$ cat config.mk
export PLATFORM = sky130hd
export DESIGN_NAME = smartac_fan_pwm
export DESIGN_NICKNAME = d
export VERILOG_FILES = /design/src/rtl/smartac_fan_pwm.sv
export SDC_FILE = /design/constraint.sdc
export NUM_CORES = 1
export LEC_CHECK = 0
export CAP_MARGIN = 20
export CORE_AREA = 2 2 60 90
export CTS_CLUSTER_DIAMETER = 50
export CTS_CLUSTER_SIZE = 8
export DETAILED_ROUTE_END_ITERATION = 10
export DIE_AREA = 0 0 62 92
export PLACE_DENSITY = 0.83
export SKIP_LAST_GASP = 1
export SLEW_MARGIN = 20
export SYNTH_ARGS = -nofsm -noshare
export SYNTH_HDL_FRONTEND = slang
export SYNTH_SLANG_ARGS = --single-unit
$ cat constraint.sdc
create_clock -name clk -period 11 [get_ports clk]
set_input_delay 2.2 -clock clk [delete_from_list [all_inputs] [get_ports clk]]
set_output_delay 2.2 -clock clk [all_outputs]
set_load 0.01 [all_outputs]
$ cat src/rtl/smartac_fan_pwm.sv
// rtl/smartac_fan_pwm.sv - ramped, period-latched PWM fan drive with ramp/at-speed status
module smartac_fan_pwm #(
    parameter int PERIOD   = 100,
    parameter int RAMP_DIV = 4,
    parameter int STEP     = 5
) (
    input  logic       clk,
    input  logic       rst_n,
    input  logic       SW,
    input  logic [2:0] fan_level,
    output logic       pwm_out,
    output logic [7:0] duty_now,
    output logic       ramping,
    output logic       at_speed
);

    typedef enum logic [1:0] {IDLE, UP, DOWN, HOLD} state_t;

    localparam int PW = (RAMP_DIV > 1) ? $clog2(RAMP_DIV) : 1;
    localparam logic [7:0]    QUARTER = 8'(PERIOD / 4);
    localparam logic [7:0]    STEP8   = 8'(STEP);
    localparam logic [7:0]    CNT_END = 8'(PERIOD - 1);
    localparam logic [PW-1:0] PC_END  = PW'(RAMP_DIV - 1);

    state_t        state, state_next;
    logic [7:0]    cnt, duty_reg, target, diff, delta, duty_next;
    logic [2:0]    level;
    logic [PW-1:0] pcnt;
    logic          pe, moving, step;

    assign level    = (fan_level > 3'd4) ? 3'd4 : fan_level;
    assign target   = SW ? 8'(level) * QUARTER : 8'd0;
    assign pe       = (cnt == CNT_END);
    assign moving   = (state == UP) || (state == DOWN);
    assign step     = pe && moving && (pcnt == PC_END);
    assign ramping  = moving;
    assign at_speed = (state == HOLD);

    // Step size is clamped to the remaining distance, so the ramp can never overshoot.
    always_comb begin
        diff      = (target >= duty_now) ? (target - duty_now) : (duty_now - target);
        delta     = (diff < STEP8) ? diff : STEP8;
        duty_next = duty_now;
        if (step) begin
            duty_next = (target > duty_now) ? (duty_now + delta) : (duty_now - delta);
        end
    end

    always_comb begin
        state_next = state;
        if (duty_next == target) begin
            state_next = (target == 8'd0) ? IDLE : HOLD;
        end else if (duty_next < target) begin
            state_next = UP;
        end else begin
            state_next = DOWN;
        end
    end

    always_ff @(posedge clk or negedge rst_n) begin
        if (!rst_n) begin
            state <= IDLE;
        end else begin
            state <= state_next;
        end
    end

    // pcnt only advances while ramping, so a reversal keeps its divider phase.
    always_ff @(posedge clk or negedge rst_n) begin
        if (!rst_n) begin
            cnt      <= 8'd0;
            pcnt     <= '0;
            duty_now <= 8'd0;
            duty_reg <= 8'd0;
            pwm_out  <= 1'b0;
        end else begin
            cnt      <= pe ? 8'd0 : cnt + 8'd1;
            duty_now <= duty_next;
            pwm_out  <= (cnt < duty_reg);
            if (pe) begin
                duty_reg <= duty_next;
            end
            if (!moving) begin
                pcnt <= '0;
            end else if (pe) begin
                pcnt <= (pcnt == PC_END) ? '0 : pcnt + 1'b1;
            end
        end
    end

endmodule

==> out/qor.txt, run 1 <==
final period utilization: 0.8065
Hold Path Class: reg2reg
GRT overflow: 0
post-synthesis compound-gate area fraction: 0.2223
cell mode on critical path: ha_1
Critical R2R Launch: duty_now[3]
die height: 92 um
R2R setup slack: 4.85 ns
H-tree depth: 2
Top-Level Pins: 17
post-synthesis xor/xnor area fraction: 0.04853
yosys warns: 0
Min Hold Slack: 0.4893 ns
Slew headroom: 0.5785
Worst-Margin Slew: 0.6322 ns
main combinational cell family by area after synthesis: compound AO/OA/AOI/OAI gates
Area Growth Syn to Fin: 9.176%
max-cap violation count: 0
Setup violations, final: 0
CP Data Arrival Time: 9.03 ns
# DRC: 0
metal3 WL: 157 um
register area share after synthesis: 0.2365
Netlist cell types: 67
Layout Utilization: 0.6693
final worst slack: 2.128 ns
final setup TNS: 0 ns
FP Rows: 32
Resized cells post-CTS: 0
met2 wire len: 3904 um
DP HPWL: 5787 um
share of layout cells above drive strength 1: 0.08333
pwr/cell area: 73.04 nW/um2
flops & latches, synth: 29
Worst-Skew Late Latency: 0.27 ns
critical setup path kind: in2reg
first-pass GRT wire length: 12410 um
# diodes: 0
RSZ-0062 raised after global routing: no
hold_sp: duty_reg[0]
number of global-route vias before repair: 2732
Clock Tree Buf Depth: 2
DR iter-0 viols: 177
Hold Path End: duty_reg[0]
Fin Clk Skew: 0.003288 ns
FF-to-FF End: state[0]
peak fanout along the critical path: 15
via count: 2622
highest routed layer: met4
die area: 5704 um2
Tot GR Track Use: 0.2838
initial antenna violation count: 0
leakage power: 1.582 nW
Layout Nets: 425
Net Count, Synth: 410
Hold Violations, Final: 0
Setup crit start kind: primary input
Worst-path clk slew: 0.06 ns
CTS sink cnt: 29
GP Congestion: 0.9774
drt pass-1 iters: 4
peak supply drop: 0.1044 mV
Post-Syn Instances: 357
mux share of post-synthesis cell area: 0.02039
wl on met1: 2821 um
prevailing post-synth register cell: dfrtp_1
Port Buffers: 16
Post-synth EDFFs: 0
Hold Path Stages: 2
vias per cell: 5.959
Clock Tree Root: clkbuf_8
Setup Buffers After CTS: 0
# hold bufs at CTS: 0
asr flop ratio synth: 1.000
critical path startpoint: fan_level[2]
maximum clock frequency: 112.7 MHz
Initial Util: 0.6130
die width: 62 um
max incr delay on CP: 0.54 ns
outcome: finished, final reports clean
Post-Synth Simple-Gate Area: 0.2153
crit end category: register
core area: 5005 um2
dpl ws: 1.959 ns
CTS Buf Count: 5
WL per Instance: 16.39 um
final wirelength: 7212 um
antenna viol nets, final: 0
CTS tree: yes
post-synthesis adder-cell area fraction: 0.1990
crit path time final: 8.872 ns
Critical-path top delay cell: ha_1
Mean Syn Cell Area: 8.594 um2
Slew Limit Fails: 0
largest net degree at the start of global routing: 30
reg2reg path depth: 26
total power draw: 0.0002446 W
Synth Cell Area: 3068 um2
WP data required: 11.16 ns
-- through the flow --
step	cells	cell area [um2]
5_1_grt	440	3349
4_1_cts	440	3349
6_report	440	3349
2_1_floorplan	357	3068
3_5_place_dp	433	3263
3_3_place_gp	433	3263
-- worst max-delay path, delay by kind of cell --
family	cells	cell delay, ns
XOR/XNOR	1	0.09
AO/OA/AOI/OAI	9	2.03
buffers and inverters	2	0.57
AND/OR/NAND/NOR	12	2.08
multiplexers	1	0.18
adder cells (fa/ha/maj)	6	1.90
-- placed cells by master, fill, tap and decap left out, drive strengths merged, types with 3 or more instances in the layout --
cell type      count
a211oi             3
a21o              12
a21oi             24
clkbuf             7
clkdlybuf4s50     16
dfrtp             29
fa                 3
ha                44
inv               32
mux2i              4
nand2             39
nand2b             4
nand3              7
nand3b             3
nand4              9
nor2              22
nor2b             12
nor3               3
o21a               6
o21ai             24
o31ai              5
or2                4
or4                4
xnor2             11
xor2               6
-- cell families after synthesis --
| kind of cell | count (synthesis) |
|---|---|
| buffers and inverters | 41 |
| xor gates and xnor gates | 17 |
| and+or+nand+nor | 121 |
| muxes | 6 |
| DFF | 29 |
| adders and majority gates | 47 |
| AOI/OAI and AO/OA | 96 |
-- layout make-up --
type	instances	area (um2)
Clock buffer	7	86.33
Multi-Input combinational cell	287	2165
Tap cell	68	85.08
Fill cell	435	1655
Inverter	32	120.1
Sequential cell	29	725.7
Timing Repair Buffer	17	167.7
-- routing by layer --
metal | global-route usage | vias up
met5 | 0 | -
met4 | 0.1312 | 0
met3 | 0.02539 | 29
met2 | 0.5043 | 56
met1 | 0.3210 | 1233
li1 | - | 1304
-- worst max path at each step --
stage                     to  slack, ns  depth (start not counted)
CTS                 state[0]       2.23                         31
detailed placement  state[0]       1.96                         31
global route        state[0]       1.66                         32
global placement    state[0]       2.24                         31
floorplan           state[0]       3.42                         30
finish              state[0]       2.13                         31
-- where the power goes --
part	internal [W]	total (W)	switching, W
logic	0.0000210	0.0000502	0.0000292
clock network	0.0000495	0.0000858	0.0000364
registers	0.000108	0.000109	0.000000676
-- synthesized netlist by cell type, types with 2 or more instances --
| cell | n | share of area |
|---|---|---|
| nand2_1 | 39 | 0.048 |
| o21ai_0 | 19 | 0.031 |
| or4_1 | 3 | 0.0073 |
| o31ai_1 | 5 | 0.012 |
| mux2i_1 | 4 | 0.013 |
| nand4_1 | 9 | 0.018 |
| o21ai_2 | 2 | 0.0057 |
| or2_2 | 2 | 0.0041 |
| or2_1 | 2 | 0.0041 |
| fa_1 | 3 | 0.020 |
| or4b_1 | 2 | 0.0065 |
| nor2_1 | 20 | 0.024 |
| nand2b_1 | 4 | 0.0082 |
| nand3_1 | 6 | 0.0098 |
| a21oi_4 | 2 | 0.011 |
| o211ai_1 | 2 | 0.0049 |
| dfrtp_1 | 29 | 0.24 |
| buf_6 | 2 | 0.0073 |
| and3_1 | 2 | 0.0041 |
| o31a_1 | 2 | 0.0057 |
| a21o_1 | 11 | 0.027 |
| mux2_2 | 2 | 0.0073 |
| a21oi_2 | 2 | 0.0057 |
| o21ai_1 | 3 | 0.0049 |
| nand4b_1 | 2 | 0.0057 |
| a21oi_1 | 20 | 0.033 |
| o22ai_1 | 2 | 0.0041 |
| o21bai_1 | 2 | 0.0049 |
| xnor2_1 | 11 | 0.031 |
| clkbuf_1 | 2 | 0.0024 |
| a211oi_1 | 3 | 0.0073 |
| nor2b_1 | 12 | 0.024 |
| buf_2 | 4 | 0.0065 |
| inv_1 | 32 | 0.039 |
| nor3_1 | 3 | 0.0049 |
| nand3b_1 | 3 | 0.0073 |
| ha_1 | 44 | 0.18 |
| xor2_1 | 6 | 0.017 |
| o21a_1 | 6 | 0.015 |
No activity file was read; power rests on OpenSTA's default activity.
==> run 2, diff against run 1 <==
Settings changed: CORE_AREA 2 2 60 90 to 2 2 61 92, DIE_AREA 0 0 62 92 to 0 0 63 94, PLACE_DENSITY 0.83 to 0.8.
Clock period 11 ns to 9.03 ns, I/O delays scaled along.
==> run 2 against run 1 <==
  * Global-route usage shrank 2.3 points
  * Cell count grew 0.23%
  * Cell area is 0.45% higher
  * Combinational power up 22%
  * Total power up 27%
  * Sequential share of layout area decreased by 0.097 points
  * Non-clock buffer count unchanged
==> out/qor.txt, run 2 (synthesized netlist as in run 1, its figures left out) <==
GRT overflow: 0 (unchanged)
outcome: finished, final reports clean
Worst-Skew Late Latency: 0.28 ns (about the same)
Slew Limit Fails: 0 (unchanged)
via count: 2637 (+0.57%)
initial antenna violation count: 0 (unchanged)
# hold bufs at CTS: 0 (unchanged)
commonest non-fill, non-tap cell in the layout: ha_1
largest net degree at the start of global routing: 30 (unchanged)
Top-Level Pins: 17 (unchanged)
DR iter-0 viols: 162 (-8.5%)
CTS Buf Count: 5 (unchanged)
drt pass-1 iters: 4 (unchanged)
maximum clock frequency: 120.2 MHz
CP bufs+invs: 2 (unchanged)
max-cap violation count: 0 (unchanged)
die width: 63 um (+1.6%)
max incr delay on CP: 0.53 ns (about the same)
share of layout cells above drive strength 1: 0.08847 (+0.005139)
Initial Util: 0.6033 (-0.009654)
peak supply drop: 0.1315 mV (+26%)
# diodes: 0 (unchanged)
cell mode on critical path: ha_1
dpl ws: 0.4663 ns (-1.493 ns)
WL per Instance: 16.36 um (-0.17%)
commonest cells after routing, fill and taps aside: ha_1 (44), nand2_1 (39), inv_1 (32), dfrtp_1 (29)
Worst-path clk slew: 0.07 ns (about the same)
Clock Tree Buf Depth: 2 (unchanged)
GP Congestion: 0.9243 (-5.4%)
final wirelength: 7216 um (about the same)
crit end category: register
Setup violations, final: 0 (unchanged)
die height: 94 um (+2.2%)
Slew headroom: 0.5753 (-0.003207)
Layout Utilization: 0.6617 (-0.007587)
number of global-route vias before repair: 2649 (-3.0%)
Worst-Margin Slew: 0.6370 ns (+0.004809 ns)
crit path time final: 8.318 ns
finished layout cell area: 3364 um2 (+0.45%)
die area: 5922 um2 (+3.8%)
Tot GR Track Use: 0.2609 (-0.02292)
H-tree depth: 2 (unchanged)
RSZ-0062 raised after global routing: no
Critical-path top delay cell: ha_1
WP data required: 9.20 ns (-1.96 ns)
Area Growth Syn to Fin: 9.666%
leakage power: 1.592 nW (+0.63%)
Resized cells post-CTS: 0 (unchanged)
pwr/cell area: 92.37 nW/um2 (+26%)
antenna viol nets, final: 0 (unchanged)
Hold Path Class: reg2reg
DP HPWL: 5801 um (+0.24%)
vias per cell: 5.980 (+0.34%)
FP Rows: 32 (unchanged)
Setup crit start kind: primary input
final setup TNS: 0 ns (unchanged)
final period utilization: 0.9211
Clock Tree Root: clkbuf_8
Area after DPL: 3263 um2 (unchanged)
CTS sink cnt: 29 (unchanged)
Hold Violations, Final: 0 (unchanged)
# DRC: 0 (unchanged)
CP delay by family, top: simple AND/OR/NAND/NOR gates
critical setup path kind: in2reg
Layout Nets: 425 (unchanged)
first-pass GRT wire length: 12210 um (-1.7%)
Fin Clk Skew: 0.009963 ns (+0.006675 ns)
# fillers: 438 (+0.69%)
Port Buffers: 16 (unchanged)
Setup Buffers After CTS: 0 (unchanged)
CP Data Arrival Time: 8.49 ns (-0.54 ns)
final worst slack: 0.7122 ns (-1.416 ns)
core area: 5085 um2 (+1.6%)
peak fanout along the critical path: 15 (unchanged)
CTS tree: yes
==> run 2: cell types whose count changed in the layout (fill, tap and decap cells not counted) <==
cell,change
clkbuf_1,-1
clkbuf_8,+1
clkinv_2,+1
==> run 2: final cells by class <==
cell class              count  area [um2]  share of cell area
multi-input cells         287        2165              0.6434
flip-flops and latches     29       725.7              0.2157
repair buffers             17       167.7             0.04983
inverters                  32       120.1             0.03570
clock buffers               7       96.34             0.02864
well taps                  68       85.08             0.02529
clock inverters             1       5.005            0.001488
==> run 2: metrics by stage <==
| step | std cells | power [W] | hold slack (ns) |
|---|---|---|---|
| floorplan | 357 | 0.0001765 | 0.4509 |
| CTS | 441 | 0.0003129 | 0.4950 |
| detailed placement | 433 | 0.0001950 | 0.4810 |
| global placement | 433 | 0.0001939 | 0.4737 |
| finish | 441 | 0.0003108 | 0.4873 |
| global route | 441 | 0.0003270 | 0.5371 |
==> run 2: worst min-delay path: cells and delay by family (launching register included) <==
kind | cells | cell delay (ns)
DFF | 1 | 0.35
AOI/OAI and AO/OA | 1 | 0.06
and+or+nand+nor | 1 | 0.05
==> run 2: power breakdown <==
part           switching [W]  internal (W)
registers        0.000000831      0.000131
clock network      0.0000488     0.0000687
logic              0.0000354     0.0000256
==> run 2: routing by layer <==
metal,share of wire,GRT usage
met4,0.052,0.1389
met2,0.54,0.5000
met5,0,0
met1,0.39,0.2791
met3,0.023,0.02038
==> run 2: worst paths after layout <==
path / slack (ns) / endpoint / start / cells past startpoint
worst min register to register: 0.49 / duty_reg[0] / duty_reg[0] / 2
min in group asynchronous: 1.91 / duty_reg[1] / rst_n / 2
worst max-delay path: 0.71 / state[0] / fan_level[2] / 31
worst min-delay path: 0.49 / duty_reg[0] / duty_reg[0] / 2
worst max register to register: 2.99 / state[0] / duty_now[0] / 28
max in group asynchronous: 6.84 / cnt[4] / rst_n / 2
==> run 3, diff against run 2 <==
Settings changed: CORE_AREA 2 2 61 92 to 2 2 78 73, DIE_AREA 0 0 63 94 to 0 0 80 75, PLACE_DENSITY 0.8 to 0.79, SETUP_SLACK_MARGIN set to 0.3.
==> run 3 against run 2 <==
  * First-iteration DRC count up 46%
  * Sequential share of layout area about the same
  * Setup slack better by 0.096 ns
  * Routed wire length down 2.2%
  * Critical endpoint unchanged
  * Highest routed layer unchanged
==> out/qor.txt, run 3 (synthesized netlist as in run 1, its figures left out) <==
Worst-Margin Slew: 0.6713 ns (+0.03428 ns)
# fillers: 443 (+1.1%)
Worst-Skew Late Latency: 0.28 ns (about the same)
Worst-path clk slew: 0.06 ns (about the same)
# DRC: 0 (unchanged)
FP Rows: 25 (-22%)
Hold Path Class: reg2reg
vias per cell: 6.079 (+1.7%)
peak supply drop: 0.1000 mV (-24%)
Setup violations, final: 0 (unchanged)
maximum clock frequency: 121.6 MHz (+1.2%)
Slew Limit Fails: 0 (unchanged)
DP HPWL: 5475 um (-5.6%)
Clock Tree Buf Depth: 2 (unchanged)
Logic pwr share: 0.209 (+0.013)
max-cap violation count: 0 (unchanged)
largest net degree at the start of global routing: 30 (unchanged)
max incr delay on CP: 0.56 ns (+0.03 ns)
CTS tree: yes
Hold Violations, Final: 0 (unchanged)
critical setup path kind: in2reg
Sw Pwr: 0.00008299 W (-2.4%)
Sw Ratio: 0.2816 (+0.007927)
core area: 5130 um2 (+0.89%)
CP delay by family, top: adder cells
Min Hold Slack: 0.4988 ns (+0.01159 ns)
first-pass GRT wire length: 11720 um (-4.0%)
WL per Instance: 16.00 um (-2.2%)
CP bufs+invs: 3 (+1)
Initial Util: 0.5980 (-0.005298)
H-tree depth: 2 (unchanged)
initial antenna violation count: 0 (unchanged)
internal power: 0.0002118 W (-6.2%)
CTS Buf Count: 5 (unchanged)
final setup TNS: 0 ns (unchanged)
# hold bufs at CTS: 0 (unchanged)
# diodes: 0 (unchanged)
area of the multi-input gates: 2176 um2 (+0.52%)
RSZ-0062 raised after global routing: no
GP Congestion: 0.9261 (+0.19%)
peak fanout along the critical path: 15 (unchanged)
share of layout cells above drive strength 1: 0.08556 (-0.002910)
outcome: finished, final reports clean
Reg power frac: 0.448 (+0.023)
Sequential Area: 725.7 um2 (unchanged)
DR iter-0 viols: 237 (+46%)
leakage power: 1.579 nW (-0.82%)
Critical-path top delay cell: clkdlybuf4s50_1
Port Buffers: 16 (unchanged)
Tot GR Track Use: 0.2503 (-0.01065)
Top-Level Pins: 17 (unchanged)
pwr/cell area: 87.71 nW/um2 (-5.0%)
Slew headroom: 0.5525 (-0.02285)
cell mode on critical path: ha_1
final wirelength: 7054 um (-2.2%)
crit path time final: 8.222 ns (-0.09554 ns)
antenna viol nets, final: 0 (unchanged)
drt pass-1 iters: 5 (+1)
commonest non-fill, non-tap cell in the layout: ha_1
GRT overflow: 0 (unchanged)
part of the power in the clock network: 0.343 (-0.035)
die height: 75 um (-20%)
die width: 80 um (+27%)
CTS sink cnt: 29 (unchanged)
Layout Utilization: 0.6551 (-0.006541)
Setup crit start kind: primary input
WP data required: 9.20 ns (about the same)
CP Data Arrival Time: 8.39 ns (-0.10 ns)
via count: 2681 (+1.7%)
Layout Nets: 426 (+0.24%)
crit end category: register
Area Growth Syn to Fin: 9.543%
Clock Tree Root: clkbuf_8
Fin Clk Skew: 0.005398 ns (-0.004565 ns)
commonest cells after routing, fill and taps aside: ha_1 (43), nand2_1 (39), inv_1 (32), dfrtp_1 (29)
number of global-route vias before repair: 2497 (-5.7%)
die area: 6000 um2 (+1.3%)
final period utilization: 0.9106 (-0.01058)
-- run 3: path summary, 6_finish.rpt --
check                        startpoint          end  cells past startpoint  slack, ns
setup / recovery           fan_level[2]     state[0]                     34       0.81
hold / removal              duty_reg[0]  duty_reg[0]                      2       0.50
setup reg to reg            duty_now[0]     state[0]                     28       2.96
hold reg to reg             duty_reg[0]  duty_reg[0]                      2       0.50
max in group asynchronous         rst_n      pcnt[1]                      2       6.86
min in group asynchronous         rst_n  duty_now[3]                      2       1.91
-- run 3: repair_timing --
action | in CTS | in global routing
endpoints found under the setup margin | 0 | 2
endpoints found under the hold margin | 0 | 0
setup buffers | 0 | 1
gates resized for setup | 0 | 2
-- run 3: final cells by class --
class	count	share of cell area
multi-input cells	287	0.6474
repair buffers	18	0.05212
flip-flops and latches	29	0.2159
well taps	67	0.02494
inverters	32	0.03574
clock buffers	8	0.02383
-- run 3: metrics by stage --
stage	instance area, um2	setup slack (ns)	power, W	instances
after detailed placement	3262	0.4222	0.0001946	432
after global routing	3361	0.2914	0.0003095	441
after global placement	3262	0.7325	0.0001930	432
after CTS	3342	0.7073	0.0002953	440
final	3361	0.8077	0.0002948	441
after floorplan	3068	1.842	0.0001765	357
-- run 3: routing by layer --
layer  global-route usage  vias to the layer above  wire length, um
li1                     -                     1314                -
met1               0.3677                     1259             3484
met2               0.3806                       94             3079
met3              0.05276                       14              407
met4              0.06026                        0               84
met5                    0                        -                0
-- run 3: power by group through the flow --
stage / clock network (W) / logic (W) / registers [W]
CTS: 0.000103 / 0.0000605 / 0.000132
global route: 0.000109 / 0.0000683 / 0.000132
global placement: 0 / 0.0000585 / 0.000134
detailed placement: 0 / 0.0000601 / 0.000134
floorplan: 0 / 0.0000420 / 0.000134
finish: 0.000101 / 0.0000617 / 0.000132
-- run 3: worst min-delay path, delay by kind of cell, from the launching register on --
family             cells  cell delay [ns]
DFF                    1             0.35
AOI/OAI and AO/OA      1             0.06
and+or+nand+nor        1             0.05
